--- config.mk ---
export PLATFORM = sky130hd
export DESIGN_NAME = gcd_job_issuer
export DESIGN_NICKNAME = d
export VERILOG_FILES = /design/src/rtl/gcd_job_issuer.sv
export SDC_FILE = /design/constraint.sdc
export NUM_CORES = 1
export LEC_CHECK = 0
export BUFFER_PORTS_ARGS = -buffer_cell sky130_fd_sc_hd__buf_2
export CAP_MARGIN = 20
export CELL_PAD_IN_SITES_DETAIL_PLACEMENT = 0
export CELL_PAD_IN_SITES_GLOBAL_PLACEMENT = 2
export CORE_MARGIN = 5
export CORE_UTILIZATION = 30
export CTS_CLUSTER_DIAMETER = 150
export CTS_CLUSTER_SIZE = 12
export DETAILED_ROUTE_END_ITERATION = 10
export PLACE_DENSITY = 0.69
export SLEW_MARGIN = 25
export SYNTH_ARGS = -nofsm -noshare
export SYNTH_HDL_FRONTEND = slang
export SYNTH_SLANG_ARGS = --single-unit
--- constraint.sdc ---
create_clock -name clk -period 2.1 [get_ports clk]
set_input_delay 0.42 -clock clk [delete_from_list [all_inputs] [get_ports clk]]
set_output_delay 0.42 -clock clk [all_outputs]
set_load 0.02 [all_outputs]
--- src/rtl/gcd_job_issuer.sv ---
// Issues operand pairs to a subtractive GCD core and returns the result on a valid/ready port.
// Latency: zero-operand job -> res_valid 1 cycle after accept; core job -> done delay + 2 cycles.
// Backpressure: job_ready only in IDLE (one job in flight); result held stable until res_ready.
// Optional build macro GCD_ISSUER_STATS_EN adds saturating job/error counters (stat_jobs, stat_errs).
module gcd_job_issuer #(
    parameter int W       = 4,
    parameter int TIMEOUT = 255,
    parameter int CNT_W   = 8
) (
    input  logic         clk,
    input  logic         reset,
    input  logic         job_valid,
    output logic         job_ready,
    input  logic [W-1:0] job_a,
    input  logic [W-1:0] job_b,
    output logic         go_o,
    output logic [W-1:0] x_o,
    output logic [W-1:0] y_o,
    input  logic         done_i,
    input  logic [W-1:0] gcd_i,
    output logic         res_valid,
    input  logic         res_ready,
    output logic [W-1:0] res_gcd,
    output logic         res_err,
    output logic         res_timeout
`ifdef GCD_ISSUER_STATS_EN
    ,
    output logic [CNT_W-1:0] stat_jobs,
    output logic [CNT_W-1:0] stat_errs
`endif
);

    typedef enum logic [2:0] {
        S_IDLE,
        S_ISSUE,
        S_WAIT,
        S_RESP,
        S_DRAIN
    } state_t;

    // Last count value of a WAIT phase; the abort fires when the counter would reach TIMEOUT.
    localparam logic [CNT_W-1:0] TMO_LAST = CNT_W'(TIMEOUT - 1);

    state_t           state;
    state_t           state_nxt;
    logic [CNT_W-1:0] tmo_cnt;
    logic [CNT_W-1:0] tmo_cnt_nxt;
    logic [W-1:0]     x_nxt;
    logic [W-1:0]     y_nxt;
    logic [W-1:0]     gcd_nxt;
    logic             err_nxt;
    logic             tmo_nxt;

    // Next-state and next result values; everything is registered below so outputs are glitch-free.
    always_comb begin
        state_nxt   = state;
        tmo_cnt_nxt = tmo_cnt;
        x_nxt       = x_o;
        y_nxt       = y_o;
        gcd_nxt     = res_gcd;
        err_nxt     = res_err;
        tmo_nxt     = res_timeout;
        case (state)
            S_IDLE: begin
                if (job_valid && job_ready) begin
                    x_nxt = job_a;
                    y_nxt = job_b;
                    tmo_nxt = 1'b0;
                    if (job_a == '0 && job_b == '0) begin
                        // Both zero has no defined GCD and would spin the core forever.
                        state_nxt = S_RESP;
                        gcd_nxt   = '0;
                        err_nxt   = 1'b1;
                    end else if (job_a == '0) begin
                        // gcd(0, b) = b; answer locally, the core would never terminate.
                        state_nxt = S_RESP;
                        gcd_nxt   = job_b;
                        err_nxt   = 1'b0;
                    end else if (job_b == '0) begin
                        state_nxt = S_RESP;
                        gcd_nxt   = job_a;
                        err_nxt   = 1'b0;
                    end else begin
                        state_nxt = S_ISSUE;
                    end
                end
            end
            S_ISSUE: begin
                tmo_cnt_nxt = '0;
                state_nxt   = S_WAIT;
            end
            S_WAIT: begin
                tmo_cnt_nxt = tmo_cnt + 1'b1;
                if (done_i) begin
                    // A done on the final timeout cycle still wins.
                    state_nxt = S_RESP;
                    gcd_nxt   = gcd_i;
                    err_nxt   = 1'b0;
                    tmo_nxt   = 1'b0;
                end else if (tmo_cnt == TMO_LAST) begin
                    state_nxt = S_RESP;
                    gcd_nxt   = '0;
                    err_nxt   = 1'b1;
                    tmo_nxt   = 1'b1;
                end
            end
            S_RESP: begin
                if (res_valid && res_ready) begin
                    state_nxt = S_DRAIN;
                end
            end
            S_DRAIN: begin
                // Core must drop done (return to idle) before it can take another go.
                if (!done_i) begin
                    state_nxt = S_IDLE;
                end
            end
            default: begin
                state_nxt = S_IDLE;
            end
        endcase
    end

    // State register and registered outputs derived from the next state.
    always_ff @(posedge clk or negedge reset) begin
        if (!reset) begin
            state       <= S_IDLE;
            tmo_cnt     <= '0;
            job_ready   <= 1'b0;
            go_o        <= 1'b0;
            x_o         <= '0;
            y_o         <= '0;
            res_valid   <= 1'b0;
            res_gcd     <= '0;
            res_err     <= 1'b0;
            res_timeout <= 1'b0;
        end else begin
            state       <= state_nxt;
            tmo_cnt     <= tmo_cnt_nxt;
            job_ready   <= (state_nxt == S_IDLE);
            go_o        <= (state_nxt == S_ISSUE) || (state_nxt == S_WAIT);
            x_o         <= x_nxt;
            y_o         <= y_nxt;
            res_valid   <= (state_nxt == S_RESP);
            res_gcd     <= gcd_nxt;
            res_err     <= err_nxt;
            res_timeout <= tmo_nxt;
        end
    end

`ifdef GCD_ISSUER_STATS_EN
    logic res_accept;
    assign res_accept = res_valid && res_ready;

    // Saturating counters of accepted results and of accepted error results.
    always_ff @(posedge clk or negedge reset) begin
        if (!reset) begin
            stat_jobs <= '0;
            stat_errs <= '0;
        end else if (res_accept) begin
            if (stat_jobs != '1) begin
                stat_jobs <= stat_jobs + 1'b1;
            end
            if (res_err && (stat_errs != '1)) begin
                stat_errs <= stat_errs + 1'b1;
            end
        end
    end
`endif

endmodule
== Word level (Yosys, flattened, before mapping) ==
Index checks and enable logic that the tools add are counted.

* Add/sub/neg operators: 1
* Eq/ne operators: 11
* Multiplexer cells: 26
* Reductions and logical operators: 13

{| class="wikitable"
|+ Operators by type and width
! kind !! number
|-
| 4-bit 2-to-1 mux || 6
|-
| 8-bit one-hot mux with 2 select lines || 1
|-
| 3-bit 2-to-1 mux || 5
|-
| 3-bit one-hot mux with 5 select lines || 1
|-
| 3-bit by 2-bit equality test with 1-bit output (second input constant) || 4
|-
| 8-bit by 1-bit adder with 8-bit output (second input constant) || 1
|-
| 8-bit equality test (second input constant) || 1
|-
| 4-bit zero test || 2
|-
| 4-bit one-hot mux with 2 select lines || 1
|-
| 1-bit 2-to-1 mux || 7
|-
| 3-bit by 1-bit equality test with 1-bit output (second input constant) || 2
|-
| 3-bit zero test || 2
|-
| 2-bit 2-to-1 mux || 3
|-
| 4-bit != test (second input constant) || 1
|-
| 1-bit one-hot mux with 2 select lines || 2
|-
| 4-bit AND reduction || 1
|-
| 2-bit nonzero test || 2
|-
| 3-bit equality test (second input constant) || 1
|-
| 1-bit logical AND || 3
|-
| 3-bit != test (second input constant) || 1
|-
| 3-bit AND reduction || 1
|-
| 2-bit != test (second input constant) || 1
|-
| 2-bit AND reduction || 1
|-
| 1-bit logical OR || 1
|}

* Register bits: 28
* Bits of input ports: 17
* Output and inout bits: 17
* Logic and storage cells: 61

== Logic depth before layout (Yosys ltp) ==
Gate-level depths: netlist (run 1).

* Depth in word-level cells: 8
* Gate-level depth with buffers: 6

== Worst setup path before layout (run 1) ==
Ideal clock, no wire load.

* Kind: flip-flop to flip-flop
* Start point: reg tmo_cnt[0]
* End point: reg res_err
* Library setup time: 0.125 ns
* Arrival time: 1.479 ns
* Required time: 1.975 ns
* Slack: 0.496 ns
* Cell stages (with the launch flop): 7
* Clock period less this slack: 1.604 ns
* Cells stage by stage: dfrtp_1 > inv_1 > ha_1 > and4_1 > a21oi_1 > o21ai_4 > mux2_2

* Word-level cells in the longest chain between the ends: 3

{| class="wikitable"
|+ RTL lines
! what !! RTL line !! source
|-
| start, declared || 46 || <nowiki>logic [CNT_W-1:0] tmo_cnt;</nowiki>
|-
| start signal, assigned || 139 || <nowiki>tmo_cnt <= tmo_cnt_nxt;</nowiki>
|-
| 8-bit equality test || 100 || <nowiki>end else if (tmo_cnt == TMO_LAST) begin</nowiki>
|-
| 3-bit != test (no source line) || n/a ||
|-
| 4-bit AND reduction (no source line) || n/a ||
|-
| end signal, assigned || 146 || <nowiki>res_err <= err_nxt;</nowiki>
|-
| end, declared || 24 || <nowiki>output logic res_err,</nowiki>
|}

Every way passes these cells.
A chain may end at the register's enable or synchronous reset.

== Worst setup path in the final report (run 1) ==
* Start point: reg state[2]
* End point: reg res_gcd[3]

* Word-level cells in the longest chain between the ends: 3

{| class="wikitable"
|+ RTL lines
! what !! RTL line !! source
|-
| start, declared || 44 || <nowiki>state_t state;</nowiki>
|-
| start signal, assigned || 138 || <nowiki>state <= state_nxt;</nowiki>
|-
| 3-bit by 2-bit equality test with 1-bit output / 3-bit zero test (equally long branches) || 63 || <nowiki>case (state)</nowiki>
|-
| 3-bit != test (no source line), or another cell as far along || n/a ||
|-
| 4-bit AND reduction (no source line) || n/a ||
|-
| end signal, assigned || 145 || <nowiki>res_gcd <= gcd_nxt;</nowiki>
|-
| end, declared || 23 || <nowiki>output logic [W-1:0] res_gcd,</nowiki>
|}

Several ways; a longest one is shown, not always the timed one.

==> metrics.md, run 1 <==
| Metric | Value |
|---|---|
| Port Buf Inserts | 33 |
| Post-Synth XOR/XNOR Area | about 2.0% |
| P per Cell Area | 1370 mW/mm^2 |
| Critical Path Sink | res_gcd[3]$_DFFE_PN0P_ |
| Crit Path Class | flip-flop to flip-flop |
| Final GP Congestion | 0.742 |
| Top post-synthesis cells by area | dfrtp_1 (52%), mux2_2 (11%), o21ai_0 (5.2%) |
| # resized after CTS | 0 |
| Worst setup EP type | flip-flop |
| Die Ht | 77.0 um |
| DP Wirelength | 2.35 mm |
| Layout Skew | 0.00269 ns |
| CTS root buffer | clkbuf_8 |
| Core Area | 0.00435 sq mm |
| Pre-CTS worst setup slack | 0.215 ns |
| Vias in the first global route | 1084 |
| Global-route wire length before repair | between 5 and 6 mm |
| Max Fclk | between 500 and 600 MHz |
| R2r startpoint | state[2]$_DFF_PN0_ |
| Register area share after synthesis | 52.0% |
| Final Cycle Share | 89.7% |
| Met3 wire len | 147 um |
| Gate power share | 46.1% |
| Net Switching | roughly 900 uW |
| DR DRC count | 0 |
| Leading area contributor after synthesis | dfrtp_1 |
| CTS tree | yes |
| Worst reg-to-reg setup slack | around 0.22 ns |
| Worst r2r path cells | 3 |
| CP startpoint | state[2]$_DFF_PN0_ |
| Reg power frac | 39.2% |
| Final hold vios | 0 |
| Share of cells above drive strength 1 | about a third |
| Setup crit start kind | flip-flop |
| Row cnt | 24 |
| Pre-Repair DR Iteration Count | 4 |
| Worst skew pair latency | 0.27 ns |
| Num ports | 34 |
| Drt total wl | a little over 3 mm |
| Setup violations, final | 0 |
| Crit-path max FO | 16 |
| Reg clk slew, reported paths | 0.09 ns |
| Clk pwr share | 14.7% |
| Cts-stage hold buffer count | 0 |
| Fin cells | 210 |
| Max Cap Viol | 0 |
| Internal power | between 1 and 1.5 mW |
| Final Max Tran Viols | 0 |
| Uppermost routed layer | met4 |
| Max incr delay on CP | roughly 0.66 ns |
| Worst hold-check path type | input pin to asynchronous set/reset pin |
| Lkg Pwr | 0.760 nW |
| Worst r2r dst | res_gcd[3]$_DFFE_PN0P_ |
| Antenna Nets Post-Route | 0 |
| Setup TNS | 0 ns |
| Area share of the largest cell type after synthesis | 52.0% |
| Req. time, crit path | about 2.3 ns |
| Seq cells post-synth | 28 |
| Sw Ratio | 41.0% |
| Placed Cells | 206 |
| CTS buffer count | 3 |
| Period minus WS final | ~1.9 ns |
| Worst-case clock buffer depth | 2 |
| Total GRT Usage | approximately a tenth |
| Clk sinks | 28 |
| Outcome | finished, final reports clean |
| Fillcell total | about 450 |
| Routed length per instance | 14.4 um |
| Post-synthesis adder-cell area fraction | under 10% |
| Met2 wire len | 1.44 mm |
| Worst Hold Margin | ~0.15 ns |
| Post-CTS Setup Bufs | 0 |
| Slew @ Worst Pin | 0.605 ns |
| Antenna Cells | 0 |
| Crit-path cells | or3b_1, o21ai_4, mux2_2 |
| H-tree depth | 1 |
| Gate Count Post-Synth | 124 |
| Initial core utilization | 30.9% |
| Largest family of logic cells by synthesized area | compound AO/OA/AOI/OAI gates |
| Setup ws final | 0.217 ns |
| NumNets Final | 178 |
| Largest net degree at the start of global routing | 29 |
| RSZ-0062 raised after global routing | no |
| DR iter-0 viols | 24 |
| Yosys cell types | 30 |
| Metal-1 WL | 1.42 mm |
| Die ar. | 0.00593 sq mm |
| Via count | 1060 |
| Die span in x | ~77 um |
| Vias per cell | about 5.0 |
| Slew headroom | 59.7% |
| Area Growth Syn to Fin | 20.0% |
| Multiplexer area fraction after synthesis | 10.9% |
| Net Count, Synth | 143 |
| Initial antenna violation count | 0 |
| Crit path arrival time | 2.05 ns |
| Total grt overflow | 0 |
| Cell Area, Synth | 0.00135 sq mm |
| Simple-Gate Fraction of Synth Area | 14.1% |
| Mean Syn Cell Area | approximately 11 sq um |
| Compound-Gate Fraction of Synth Area | 16.0% |
| Peak VDD IR | about 0.00045 V |
| Synthesis warning total | 0 |
| Slowest CP cell | or3b_1 |
-- critical path, delay by kind of cell (launching register included) --
kind | cells | cell delay (ns)
and+or+nand+nor | 1 | 0.66
muxes | 1 | 0.36
AOI/OAI and AO/OA | 1 | 0.32
DFF | 1 | 0.44
-- area by class of cell --
class / instances / area (sq um) / share of cell area [%]
multi-input cells: 87 / 603 / 37.3
repair buffers: 34 / 173 / 10.7
flip-flops and latches: 28 / 701 / 43.4
clock buffers: 4 / 55.1 / 3.41
well taps: 52 / 65.1 / 4.03
inverters: 5 / 18.8 / 1.16
-- logic make-up after synthesis --
kind of cell               Yosys count
AOI/OAI and AO/OA                   36
xor gates and xnor gates             3
adders and majority gates            2
buffers and inverters                9
DFF                                 28
muxes                               13
and+or+nand+nor                     33
-- placed cells by master, fill, tap and decap left out, types with 3 or more instances in the layout --
master	count
o21ai_0	14
dfrtp_1	28
clkbuf_8	4
nand3_1	3
inv_1	5
nor2_1	4
nand2_1	10
buf_2	33
a31oi_1	5
a21oi_1	12
xor2_1	3
mux2_2	13
-- worst min path at each step --
stage	slack, ns	startpoint	to
after floorplan	0.12	reset	go_o$_DFF_PN0_
after global routing	0.20	reset	x_o[0]$_DFFE_PN0P_
after detailed placement	0.47	reset	x_o[0]$_DFFE_PN0P_
after global placement	0.47	reset	x_o[0]$_DFFE_PN0P_
final	0.15	reset	x_o[0]$_DFFE_PN0P_
after CTS	0.17	reset	x_o[0]$_DFFE_PN0P_
-- sequential cells by signal, indices dropped and copies added, names as in the netlist --
signal / flops
tmo_cnt: 8
y_o: 4
job_ready: 1
go_o: 1
res_gcd: 4
res_valid: 1
state: 3
res_err: 1
x_o: 4
res_timeout: 1
-- cell usage after synthesis, drive strengths merged --
cell type and instances:
mux2 13, nand3b 1, o21ai 15, a32oi 1
and4 2, nor3b 1, o32ai 1, and3 2
nand4 1, nand3 3, a31oi 5, nor2 4
buf 2, nor4 2, dfrtp 28, a21oi 12
ha 2, o211ai 2, nand2 10, xor2 3
or3b 1, clkbuf 2, inv 5, nor4b 1
and2 2, nor3 1, nand2b 2
-- stage by stage --
step	instance area, sq um	total power, mW	util, %
final	1620	2.22	37.1
after floorplan	1350	1.61	-
after detailed placement	1560	1.92	35.8
after global routing	1620	2.38	37.1
after global placement	1560	1.91	35.8
after CTS	1620	2.26	37.1
-- per-layer routing --
layer | vias up | global-route usage (%)
met3 | 4 | 2.46
met5 | - | 0
met4 | 0 | 2.58
met1 | 511 | 13.5
met2 | 24 | 17.0
li1 | 521 | -
-- power groups by stage --
stage | Sequential, mW | Combinational (mW) | Clock (mW)
2_1_floorplan | 1.05 | 0.558 | 0
3_3_place_gp | 0.875 | 1.04 | 0
3_5_place_dp | 0.881 | 1.04 | 0
4_1_cts | 0.871 | 1.05 | 0.342
5_1_grt | 0.893 | 1.14 | 0.350
6_report | 0.869 | 1.02 | 0.326
No activity file was read; power rests on OpenSTA's default activity.
==> run 2, diff against run 1 <==
--- a/config.mk
+++ b/config.mk
@@ -10,11 +10,11 @@
 export CELL_PAD_IN_SITES_DETAIL_PLACEMENT = 0
 export CELL_PAD_IN_SITES_GLOBAL_PLACEMENT = 2
 export CORE_MARGIN = 5
-export CORE_UTILIZATION = 30
+export CORE_UTILIZATION = 25
 export CTS_CLUSTER_DIAMETER = 150
 export CTS_CLUSTER_SIZE = 12
 export DETAILED_ROUTE_END_ITERATION = 10
-export PLACE_DENSITY = 0.69
+export PLACE_DENSITY = 0.59
 export SLEW_MARGIN = 25
 export SYNTH_ARGS = -nofsm -noshare
 export SYNTH_HDL_FRONTEND = slang
==> run 2 against run 1 <==
Sequential power hardly changed. Critical path depth rose by 3. Combinational power is essentially flat. Cell area increased by 2.9%. Final cell count grew 9.0%. Power up 5.5%. Via count is 0.66% higher. Global-route usage decreased by 0.24 points. Sequential share of layout area is 1.2 points lower. Critical path type unchanged.
==> metrics.md, run 2 (synthesis gave the netlist of run 1 again) <==
| Metric | Value |
|---|---|
| Area of the multi-input gates | 603 sq um (unchanged) |
| Port Buf Inserts | 33 (unchanged) |
| Peak VDD IR | 0.000548 V (+22%) |
| Worst setup EP type | flip-flop |
| Commonest non-fill, non-tap cells in the layout | buf_2 (33), dfrtp_1 (28), o21ai_0 (14) |
| Worst hold-check path type | input pin to asynchronous set/reset pin |
| Critical Path Sink | res_gcd[1]$_DFFE_PN0P_ |
| Drt total wl | 3.30 mm (+8.7%) |
| Worst-case clock buffer depth | 2 (unchanged) |
| Global-route wire length before repair | 5.55 mm (+10%) |
| Antenna Cells | 0 (unchanged) |
| Final Cycle Share | 83.8% (-5.9 points) |
| CP startpoint | tmo_cnt[0]$_DFFE_PN0P_ |
| Uppermost routed layer | met4 |
| Clk sinks | 28 (unchanged) |
| CTS root buffer | clkbuf_8 |
| Area Growth Syn to Fin | 23.4% |
| Lkg Pwr | 0.772 nW (+1.5%) |
| NumNets Final | 179 (+0.56%) |
| Worst Hold Margin | 0.163 ns (+0.0141 ns) |
| P per Cell Area | 1410 mW/mm^2 (+2.5%) |
| Reg clk slew, reported paths | 0.10 ns (about the same) |
| Final GP Congestion | 0.802 (+8.1%) |
| Met2 wire len | 1.64 mm (+14%) |
| Num ports | 34 (unchanged) |
| Antenna Nets Post-Route | 0 (unchanged) |
| Setup crit start kind | flip-flop |
| Post-CTS Setup Bufs | 0 (unchanged) |
| H-tree depth | 1 (unchanged) |
| Setup TNS | 0 ns (unchanged) |
| # resized after CTS | 0 (unchanged) |
| Initial antenna violation count | 0 (unchanged) |
| Vias in the first global route | 1099 (+1.4%) |
| Slew @ Worst Pin | 0.653 ns (+0.0481 ns) |
| Slew headroom | 56.4% (-3.2 points) |
| Metal-1 WL | 1.42 mm (+0.14%) |
| Most flop-heavy register | tmo_cnt |
| Outcome | finished, final reports clean |
| R2r startpoint | tmo_cnt[0]$_DFFE_PN0P_ |
| Layout Skew | 0.00246 ns (-0.000227 ns) |
| Routed length per instance | 14.4 um (-0.29%) |
| DP Wirelength | 2.51 mm (+6.7%) |
| Req. time, crit path | 2.27 ns (about the same) |
| Fillcell total | 533 (+20%) |
| Final hold vios | 0 (unchanged) |
| Crit-path max FO | 7 (-9) |
| Share of cells above drive strength 1 | 35.2% (+0.41 points) |
| Die ar. | 0.00695 sq mm (+17%) |
| Row cnt | 26 (+8.3%) |
| Total grt overflow | 0 (unchanged) |
| Via count | 1067 (+0.66%) |
| Worst reg-to-reg setup slack | 0.34 ns (+0.12 ns) |
| Register area | 701 sq um (unchanged) |
| Setup violations, final | 0 (unchanged) |
| Core Area | 0.00517 sq mm (+19%) |
| Die Ht | 83.4 um (+8.3%) |
| Met3 wire len | 201 um (+37%) |
| Cts-stage hold buffer count | 0 (unchanged) |
| Period minus WS final | 1.76 ns (-0.124 ns) |
| Vias per cell | 4.66 (-7.7%) |
| RSZ-0062 raised after global routing | no |
| Initial core utilization | 26.0% (-4.9 points) |
| Largest net degree at the start of global routing | 29 (unchanged) |
| DR DRC count | 0 (unchanged) |
| DR iter-0 viols | 78 (+230%) |
| Die span in x | 83.4 um (+8.3%) |
| Pre-Repair DR Iteration Count | 4 (unchanged) |
| Worst r2r dst | res_gcd[1]$_DFFE_PN0P_ |
| Total GRT Usage | 10.0% (-0.24 points) |
| CTS tree | yes |
| Max Fclk | 568 MHz (+7.0%) |
| CTS buffer count | 3 (unchanged) |
| Crit path arrival time | 1.93 ns (-0.12 ns) |
| Most common cell after layout, fill and taps aside | buf_2 |
| Max reg flops | 8 (unchanged) |
| Worst r2r path cells | 6 (+3) |
| Worst skew pair latency | 0.28 ns (about the same) |
| Max Cap Viol | 0 (unchanged) |
| Crit Path Class | flip-flop to flip-flop |
| Final Max Tran Viols | 0 (unchanged) |
==> run 2: cell count changes in the layout (fill, tap and decap cells not counted) <==
cell and change:
buf_4 +1, bufinv_16 +1, clkbuf_8 -1
==> run 2: power breakdown <==
group          switching, mW  internal, mW  total [mW]
sequential             0.135         0.738       0.872
clock                  0.172         0.255       0.428
combinational          0.621         0.417        1.04
==> run 2: worst min-delay path by stage <==
| stage | start | end | cells after the start | slack, ns |
|---|---|---|---|---|
| 6_report | reset | tmo_cnt[3]$_DFFE_PN0P_ | 1 | 0.16 |
| 5_1_grt | reset | x_o[1]$_DFFE_PN0P_ | 1 | 0.22 |
| 4_1_cts | reset | tmo_cnt[5]$_DFFE_PN0P_ | 1 | 0.17 |
| 3_5_place_dp | reset | tmo_cnt[5]$_DFFE_PN0P_ | 1 | 0.48 |
| 3_3_place_gp | reset | tmo_cnt[2]$_DFFE_PN0P_ | 1 | 0.48 |
| 2_1_floorplan | reset | go_o$_DFF_PN0_ | 0 | 0.12 |
==> run 2: final cells by class <==
cell class,count,area share (%)
clock buffer,3,2.48
inverter,5,1.13
timing repair buffer,35,10.8
sequential,28,42.2
multi-input combinational,87,36.3
tap,70,5.27
clock inverter,1,1.81
==> run 2: layer usage <==
metal | up-vias | global-route usage, %
met5 | - | 0
li1 | 519 | -
met1 | 509 | 12.8
met2 | 35 | 16.5
met3 | 4 | 2.57
met4 | 0 | 3.42
==> run 2: critical path, cell delays in order, from the launching register on <==
cell     delay [ns]
dfrtp_1        0.46
inv_1          0.07
ha_1           0.19
and4_1         0.20
a21oi_1        0.34
o21ai_4        0.12
mux2_2         0.29
==> run 2: through the flow <==
stage                     instance area [sq um]  cells  setup slack (ns)  util, %  power [mW]
final                                      1660    229             0.341     32.1        2.34
after detailed placement                   1590    225             0.181     30.7        1.94
after global routing                       1660    229             0.228     32.1        2.52
after CTS                                  1660    229             0.335     32.1        2.38
after floorplan                            1350    124             0.496        -        1.61
after global placement                     1590    225             0.279     30.7        1.94
==> run 3, diff against run 2 <==
==> constraint.sdc (replaced) <==
create_clock -name clk -period 1.8 [get_ports clk]
set_input_delay 0.36 -clock clk [delete_from_list [all_inputs] [get_ports clk]]
set_output_delay 0.36 -clock clk [all_outputs]
set_load 0.02 [all_outputs]
==> run 3 against run 2 <==
Fmax is 4.2% higher. Clock skew grew 0.0055 ns. Combinational power increased by 28%. Sequential power up 14%. Critical path depth is 1 higher. Power grew 21%. Sequential share of layout area down 1.3 points. Clock power increased by 16%. First-iteration DRC count shrank 74%. Die area is the same. Non-clock buffer count grew 7. Critical endpoint is now res_gcd[2]$_DFFE_PN0P_.
==> metrics.md, run 3 (synthesis gave the netlist of run 1 again) <==
| Metric | Value |
|---|---|
| Max Fclk | 592 MHz (+4.2%) |
| Initial core utilization | 26.0% (unchanged) |
| Largest net degree at the start of global routing | 29 (unchanged) |
| Commonest non-fill, non-tap cells in the layout | buf_2 (33), dfrtp_1 (28), o21ai_0 (14) |
| CTS buffer count | 3 (unchanged) |
| Crit-path cells | inv_1, ha_1, and4_1, a21oi_1, buf_4, o21ai_4, mux2_2 |
| Max Cap Viol | 0 (unchanged) |
| Most common cell after layout, fill and taps aside | buf_2 |
| Slowest CP cell | dfrtp_1 |
| Sw Ratio | 38.9% (-0.78 points) |
| Net Switching | 1.10 mW (+18%) |
| Total GRT Usage | 10.1% (+0.046 points) |
| Cts-stage hold buffer count | 0 (unchanged) |
| Req. time, crit path | 1.97 ns (-0.30 ns) |
| Row cnt | 26 (unchanged) |
| Post-DP Area | 0.00164 sq mm (+3.3%) |
| # resized after CTS | 0 (unchanged) |
| Max reg flops | 8 (unchanged) |
| Period minus WS final | 1.69 ns (-0.0702 ns) |
| Drt total wl | 3.33 mm (+0.79%) |
| Pre-Repair DR Iteration Count | 4 (unchanged) |
| Most flop-heavy register | tmo_cnt |
| Area Growth Syn to Fin | 27.3% |
| Global-route wire length before repair | 5.73 mm (+3.2%) |
| Die ar. | 0.00695 sq mm (unchanged) |
| Clk sinks | 28 (unchanged) |
| Worst hold-check path type | input pin to asynchronous set/reset pin |
| Setup crit start kind | flip-flop |
| Share of cells above drive strength 1 | 38.0% (+2.7 points) |
| NumNets Final | 186 (+3.9%) |
| Pwr Total | 2.82 mW (+21%) |
| P per Cell Area | 1650 mW/mm^2 (+17%) |
| Lkg Pwr | 0.806 nW (+4.4%) |
| Reg power frac | 35.3% (-2.0 points) |
| CTS root buffer | clkbuf_8 |
| Worst-case clock buffer depth | 2 (unchanged) |
| Slew @ Worst Pin | 0.647 ns (-0.00679 ns) |
| Worst path bufs/invs | 2 (+1) |
| Final Cycle Share | 93.8% (+10 points) |
| DR iter-0 viols | 20 (-74%) |
| RSZ-0062 raised after global routing | no |
| Fin cells | 236 (+3.1%) |
| Num ports | 34 (unchanged) |
| Max incr delay on CP | 0.39 ns (-0.07 ns) |
| Crit Path Class | flip-flop to flip-flop |
| Initial antenna violation count | 0 (unchanged) |
| Vias in the first global route | 1177 (+7.1%) |
| Crit path arrival time | 1.86 ns (-0.07 ns) |
| Peak VDD IR | 0.000587 V (+7.1%) |
| Antenna Nets Post-Route | 0 (unchanged) |
| Final Max Tran Viols | 0 (unchanged) |
| DP Wirelength | 2.56 mm (+2.1%) |
| Placed Cells | 232 (+3.1%) |
| Setup TNS | 0 ns (unchanged) |
| Post-CTS Setup Bufs | 0 (unchanged) |
| Fillcell total | 536 (+0.56%) |
| Finished Cell Area | 0.00171 sq mm (+3.2%) |
| Slew headroom | 56.9% (+0.45 points) |
| Port Buf Inserts | 33 (unchanged) |
| Worst setup EP type | flip-flop |
| Final core utilization | 33.1% (+1.0 points) |
| Vias per cell | 4.64 (-0.42%) |
| Setup violations, final | 0 (unchanged) |
| CTS tree | yes |
| Via count | 1095 (+2.6%) |
| Routed length per instance | 14.1 um (-2.2%) |
| Clk pwr share | 17.6% (-0.7 points) |
| Outcome | finished, final reports clean |
| Crit-path max FO | 5 (-2) |
| Final GP Congestion | 0.820 (+2.3%) |
| Worst skew pair latency | 0.28 ns (about the same) |
| H-tree depth | 1 (unchanged) |
| Reg clk slew, reported paths | 0.10 ns (about the same) |
| Layout Skew | 0.00792 ns (+0.00546 ns) |
| Core Area | 0.00517 sq mm (unchanged) |
| Final hold vios | 0 (unchanged) |
| Die span in x | 83.4 um (unchanged) |
| Gate power share | 47.1% (+2.7 points) |
| CP top delay family | flip-flops |
| DR DRC count | 0 (unchanged) |
| Total grt overflow | 0 (unchanged) |
| Internal power | 1.73 mW (+22%) |
| Antenna Cells | 0 (unchanged) |
| Die Ht | 83.4 um (unchanged) |
run 3: per-stage QoR:
stage | worst slack [ns] | hold slack [ns]
final | 0.111 | 0.0968
after detailed placement | -0.0138 | 0.434
after global placement | 0.0537 | 0.421
after floorplan | 0.196 | 0.0644
after global routing | 0.0283 | 0.157
after CTS | 0.0863 | 0.119
run 3: final cells by class:
cell class                 instances  area (sq um)  area share, %
sequential                        28           701           40.9
multi-input combinational         87           603           35.2
timing repair buffer              42           233           13.6
tap                               70          87.6           5.11
clock buffer                       3          41.3           2.41
clock inverter                     1          30.0           1.75
inverter                           5          18.8           1.09
run 3: worst paths after layout:
kind                                        start                     end  slack, ns  depth (start not counted)
setup reg to reg           tmo_cnt[0]$_DFFE_PN0P_  res_gcd[2]$_DFFE_PN0P_       0.11                          7
hold / removal                              reset      x_o[0]$_DFFE_PN0P_        0.1                          1
max in group asynchronous                   reset          go_o$_DFF_PN0_       1.28                          1
min in group clk                         job_b[2]      y_o[2]$_DFFE_PN0P_       0.34                          2
hold reg to reg            tmo_cnt[7]$_DFFE_PN0P_  tmo_cnt[7]$_DFFE_PN0P_       0.50                          1
setup / recovery           tmo_cnt[0]$_DFFE_PN0P_  res_gcd[2]$_DFFE_PN0P_       0.11                          7
run 3: power by group through the flow:
stage / logic [mW] / registers [mW] / clock network, mW
after detailed placement: 1.36 / 1.01 / 0
after floorplan: 0.650 / 1.23 / 0
after global routing: 1.49 / 1.03 / 0.538
final: 1.33 / 0.997 / 0.497
after CTS: 1.37 / 1.00 / 0.518
after global placement: 1.36 / 1.00 / 0
run 3: metal layers:
metal,GRT usage [%],routed length (um)
met5,0,0
met3,2.87,152
met4,1.93,35
met1,13.1,1530
met2,16.8,1610
